## src/rtl/hmac_request_arbiter.sv

```systemverilog
// hmac_request_arbiter: round-robin arbiter sharing one HMAC key-system port among NUM_REQ requesters
// Ports:
//   clk, reset                       clock, synchronous active-high reset
//   req_valid/req_word*/req_word_ready  per-requester job request and word stream
//   req_grant, req_done              one-hot grant held for the job, one-cycle completion pulse
//   keygen_start, key_valid          key generation request and key status
//   hmac_start, msg_*                job start pulse and granted message stream
//   hmac_done, hmac_value            key-system completion and result
//   hmac_result, busy, err_timeout   last good result, non-idle flag, timeout pulse
module hmac_request_arbiter #(
  parameter int NUM_REQ        = 4,
  parameter int KEYGEN_TIMEOUT = 50000,
  parameter int HMAC_TIMEOUT   = 200000
) (
  input  logic                  clk,
  input  logic                  reset,
  input  logic [NUM_REQ-1:0]    req_valid,
  input  logic [32*NUM_REQ-1:0] req_word,
  input  logic [NUM_REQ-1:0]    req_word_valid,
  input  logic [NUM_REQ-1:0]    req_word_last,
  output logic [NUM_REQ-1:0]    req_word_ready,
  output logic [NUM_REQ-1:0]    req_grant,
  output logic [NUM_REQ-1:0]    req_done,
  output logic [511:0]          hmac_result,
  output logic                  keygen_start,
  output logic                  hmac_start,
  input  logic                  key_valid,
  output logic [31:0]           msg_word,
  output logic                  msg_valid,
  output logic                  msg_last,
  input  logic                  msg_ready,
  input  logic                  hmac_done,
  input  logic [511:0]          hmac_value,
  output logic                  busy,
  output logic                  err_timeout
);
  localparam int IW = $clog2(NUM_REQ);
  typedef enum logic [2:0] {IDLE, KEYGEN, START, STREAM, WAIT, DONE} state_t;
  state_t r_state;
  logic [IW-1:0] r_last, r_gidx, w_win, w_j;
  logic [NUM_REQ-1:0] r_grant, r_done;
  logic [511:0] r_result;
  logic [31:0] r_cnt;
  logic r_kstart, r_hstart, r_err, w_stream, w_xfer_last;
  // scan downwards so the nearest requester after the previous winner is assigned last
  always_comb begin
    w_win = r_last;
    w_j = '0;
    for (int k = NUM_REQ; k >= 1; k--) begin
      w_j = IW'((int'(r_last) + k) % NUM_REQ);
      if (req_valid[w_j]) w_win = w_j;
    end
  end
  assign w_stream = r_state == STREAM;
  // grant is one-hot, so an OR of gated words is the mux
  always_comb begin
    msg_word = '0;
    for (int k = 0; k < NUM_REQ; k++)
      msg_word = msg_word | ((w_stream && r_grant[k]) ? req_word[32*k +: 32] : 32'd0);
  end
  assign msg_valid      = w_stream & |(r_grant & req_word_valid);
  assign msg_last       = w_stream & |(r_grant & req_word_last);
  assign req_word_ready = (w_stream & msg_ready) ? r_grant : '0;
  assign w_xfer_last    = msg_valid & msg_ready & msg_last;
  assign busy           = r_state != IDLE;
  assign req_grant      = r_grant;
  assign req_done       = r_done;
  assign hmac_result    = r_result;
  assign keygen_start   = r_kstart;
  assign hmac_start     = r_hstart;
  assign err_timeout    = r_err;
  always_ff @(posedge clk) begin
    if (reset) begin
      r_state  <= IDLE;
      r_last   <= IW'(NUM_REQ - 1);
      r_gidx   <= '0;
      r_grant  <= '0;
      r_done   <= '0;
      r_result <= '0;
      r_cnt    <= '0;
      r_kstart <= 1'b0;
      r_hstart <= 1'b0;
      r_err    <= 1'b0;
    end else begin
      r_kstart <= 1'b0;
      r_hstart <= 1'b0;
      r_err    <= 1'b0;
      r_done   <= '0;
      r_cnt    <= (&r_cnt) ? r_cnt : r_cnt + 32'd1;
      case (r_state)
        IDLE: if (|req_valid) begin
          r_cnt <= '0;
          if (key_valid) begin
            r_gidx  <= w_win;
            r_grant <= NUM_REQ'(1) << w_win;
            r_state <= START;
          end else begin
            r_kstart <= 1'b1;
            r_state  <= KEYGEN;
          end
        end
        KEYGEN: if (key_valid) begin
          r_cnt   <= '0;
          r_state <= IDLE;
        end else if (r_cnt == 32'(KEYGEN_TIMEOUT - 1)) begin
          r_err   <= 1'b1;
          r_cnt   <= '0;
          r_state <= IDLE;
        end
        START: begin
          r_hstart <= 1'b1;
          r_cnt    <= '0;
          r_state  <= STREAM;
        end
        STREAM: if (w_xfer_last) begin
          r_cnt   <= '0;
          r_state <= WAIT;
        end
        WAIT: if (hmac_done) begin
          r_result <= hmac_value;
          r_cnt    <= '0;
          r_state  <= DONE;
        end else if (r_cnt == 32'(HMAC_TIMEOUT - 1)) begin
          r_err   <= 1'b1;
          r_cnt   <= '0;
          r_state <= DONE;
        end
        DONE: begin
          r_done  <= r_grant;
          r_grant <= '0;
          r_last  <= r_gidx;
          r_cnt   <= '0;
          r_state <= IDLE;
        end
        default: r_state <= IDLE;
      endcase
    end
  end
endmodule

```

## config.mk

```make
export PLATFORM = sky130hd
export DESIGN_NAME = hmac_request_arbiter
export DESIGN_NICKNAME = d
export VERILOG_FILES = /design/src/rtl/hmac_request_arbiter.sv
export SDC_FILE = /design/constraint.sdc
export NUM_CORES = 1
export LEC_CHECK = 0
export CAP_MARGIN = 20
export CORE_AREA = 2 2 469 471
export CTS_CLUSTER_DIAMETER = 30
export DETAILED_ROUTE_END_ITERATION = 8
export DIE_AREA = 0 0 471 473
export DONT_BUFFER_PORTS = 1
export GPL_TIMING_DRIVEN = 1
export PLACE_DENSITY = 0.3
export SYNTH_ARGS = -nofsm -noshare
export SYNTH_HDL_FRONTEND = slang
export SYNTH_SLANG_ARGS = --single-unit
```

## constraint.sdc

```tcl
create_clock -name clk -period 2.3 [get_ports clk]
set_input_delay 0.23 -clock clk [delete_from_list [all_inputs] [get_ports clk]]
set_output_delay 0.23 -clock clk [all_outputs]
set_load 0.01 [all_outputs]
```

==> metrics.txt <==
status finished with violations; failing checks negative hold slack, max-slew violations, negative setup slack; CTS max path bufs 3; min Tclk post-route 4.463 ns; number of flops mapped to enable cells by yosys 0; max_slew headroom -3.283; total track usage 0.1076; fin nets 3990; Hold Slack -0.4422 ns; Yosys warnings 0; Synth Area in Adders 0.0006047; Critical Setup Path Class in -> reg; Clock Power Share 0.686; Post-DRT Antenna Nets 0; CP Capture Type register; pin count of the biggest net entering global routing 557; DRT iter0 DRCs 1128; area share of the largest cell type after synthesis 0.5438; Residual DRC 0; port buffer count 0; worst path bufs/invs 1; CP Cell Sequence a21oi_1, dlygate4sd3_1; Syn Area/Cell 7.787 µm²; # setup viols final 394; Post-Synth Simple-Gate Area 0.2358; Top FF cell, synth dfxtp_1; Via density 3.497; P_int 0.02921 W; Fin. Hold Viols 18; Overflow after GRT 0; dominant combinational cell family by area after synthesis simple AND/OR/NAND/NOR gates; clk sinks 562; Starting Density 0.09481; WP data arrival 5.19 ns; CTS Buf Count 187; final core utilization 0.1725; Fill cells 24462; Max Fclk 224.1 MHz; initial antenna violation count 47; async set-reset flop share out of synthesis 0; Synth Area in Compound Gates 0.1754; sw power 0.008674 W; maximum vdd ir drop 659.0 µV; dpl hpwl 94540 µm; Core ar. 218200 µm²; CTS Root Cell clkbuf_16; worst-margin pin slew 6.424 ns; vias in the first global route 22395; pre-CTS WS -0.2332 ns; die area 222800 µm²; Worst EP required 3.02 ns; MaxCap Viol Count 0; final worst clock skew 0.04723 ns; CTS clk-pin slew, worst paths 0.04 ns; final wirelength 127400 µm; Syn-to-layout area delta 81.97%; worst setup margin -2.163 ns; family with the most delay on the worst path compound AO/OA/AOI/OAI gates; combinational share of power 0.045; Switching Fraction 0.2290; Leak 12.62 nW; Flop pwr share 0.269; setup TNS -393.54 ns; crit path max-delay cell type a21oi_1; drt wl/cell 19.98 µm; CP max stage delay 1.33 ns; via total after detailed routing 22288; Clock H-tree levels 4; power after layout 0.03788 W; Mapped Nets 3315; fin crit share 1.940; Die Span X 471 µm; Die Span Y 473 µm; gp weighted congestion 0.8260; Initial DRT Pass Iterations 5; CTS tree built; Post-Syn Instances 2657; post-synth top area cell dfxtp_1; sequential share of the synthesized area 0.5438; Clock Latency Late Sink 0.79 ns; FF+latch count, synth 562; hold crit path type in -> reg; layout cells sized above 1 0.1637; PD cells 1006 nW/µm²; distinct cell type count after synthesis 52; Max FO, Critical Path 556; mapped cell area 20690 µm²; row cnt 172; Startpoint Class input pin; first-pass GRT wire length 172500 µm; fin. max-slew vios 464; post-synthesis xor/xnor area fraction 0.002963; RSZ-0062 raised after global routing true; ranking of synthesized cells by area dfxtp_1 (54%), nand2_1 (20%), a21oi_1 (13%); multiplexer share of the synthesized area 0.001996; num ports 1219
## per-layer routing
| layer | vias to the layer above | global-route usage | routed length, µm |
|---|---|---|---|
| met3 | 293 | 0.05347 | 14410 |
| met4 | 40 | 0.04780 | 5091 |
| li1 | 10280 | - | - |
| met1 | 10479 | 0.1137 | 46660 |
| met2 | 1196 | 0.1794 | 60940 |
| met5 | - | 0 | 247 |
## sequential cells by signal, indices dropped and copies added, names as in the netlist
| name | flops |
|---|---|
| hmac_result | 512 |
| r_cnt | 32 |
| req_done | 4 |
| req_grant | 4 |
| r_state | 3 |
| r_gidx | 2 |
| r_last | 2 |
| err_timeout | 1 |
| hmac_start | 1 |
| keygen_start | 1 |
## stage by stage
step	instances	area [µm²]	hold WS, ns
4_1_cts	6307	36920	-0.5440
5_1_grt	6365	37630	-0.5147
6_report	6374	37650	-0.4422
3_3_place_gp	5435	24590	0.3352
2_1_floorplan	2657	20700	0.3660
3_5_place_dp	5435	24590	0.3357
## synthesized netlist by cell type (2+ instances only)
library cell and instances:
and4_2 2, o21ai_0 16, a21oi_1 519, o2111ai_1 2, or4_1 13, mux2i_1 3
and3_1 13, a211oi_1 23, nor4_1 11, nor2b_1 4, a22oi_1 64, o21a_1 4
inv_1 8, nand3_1 18, nand2_1 1079, nor3_1 11, or3_1 17, nand2b_1 2
clkbuf_1 199, a22o_1 4, buf_6 3, nor4b_1 2, xor2_1 6, dfxtp_1 562
o31ai_1 10, a2111oi_0 2, nor2_1 18, nand4_1 7, and2_1 12
## worst paths after layout
kind / startpoint / endpoint / slack (ns) / cells past startpoint
min reg2reg: r_gidx[0] / r_last[0] / 0.47 / 2
max reg2reg: r_cnt[14] / r_cnt[19] / -0.30 / 6
max: reset / hmac_result[300] / -2.16 / 2
min: reset / hmac_result[484] / -0.44 / 1
## cells in the final DEF, fill, tap and decap left out, types with 17 or more instances in the layout
cell type      count
nand3_1           18
nand2_1         1044
clkbuf_16        191
nor2_1            17
nand2_2           33
a211oi_1          20
clkbuf_8          41
dlygate4sd3_1    550
buf_4             91
a22oi_2           61
clkbuf_1          40
dfxtp_1          558
clkinv_2          36
bufinv_16         19
buf_12            23
a21oi_1          519
## power groups by stage
stage          sequential (W)  combinational [W]  clock (W)
3_5_place_dp           0.0104           0.000778          0
5_1_grt                0.0102            0.00182     0.0273
6_report               0.0102            0.00169     0.0260
3_3_place_gp           0.0104           0.000776          0
2_1_floorplan          0.0103           0.000625          0
4_1_cts                0.0102            0.00162     0.0267
## area by class of cell
class	instances	area (µm²)	share of cell area
clock inverter	76	1137	0.03021
multi-input combinational	1884	9105	0.2418
tap	2871	3592	0.09541
antenna	15	37.54	0.0009970
clock buffer	269	5419	0.1439
sequential	562	11260	0.2990
timing repair buffer	689	7071	0.1878
inverter	8	30.03	0.0007976
## cell families after synthesis
kind of cell,count (synthesis)
simple gates,1217
compound gates,655
flops,562
buf+inv,211
xor+xnor,7
mux,4
fa+ha+maj,1
## timing repair
action                                  CTS  global route
setup buffers                             6            15
endpoints found under the setup margin   68           101
pin swaps                                55            23
endpoints found under the hold margin   561           261
gates cloned                              5             3
hold buffers                            516            35
gates resized for setup                 115            35
(Power assumes the default switching activity.)
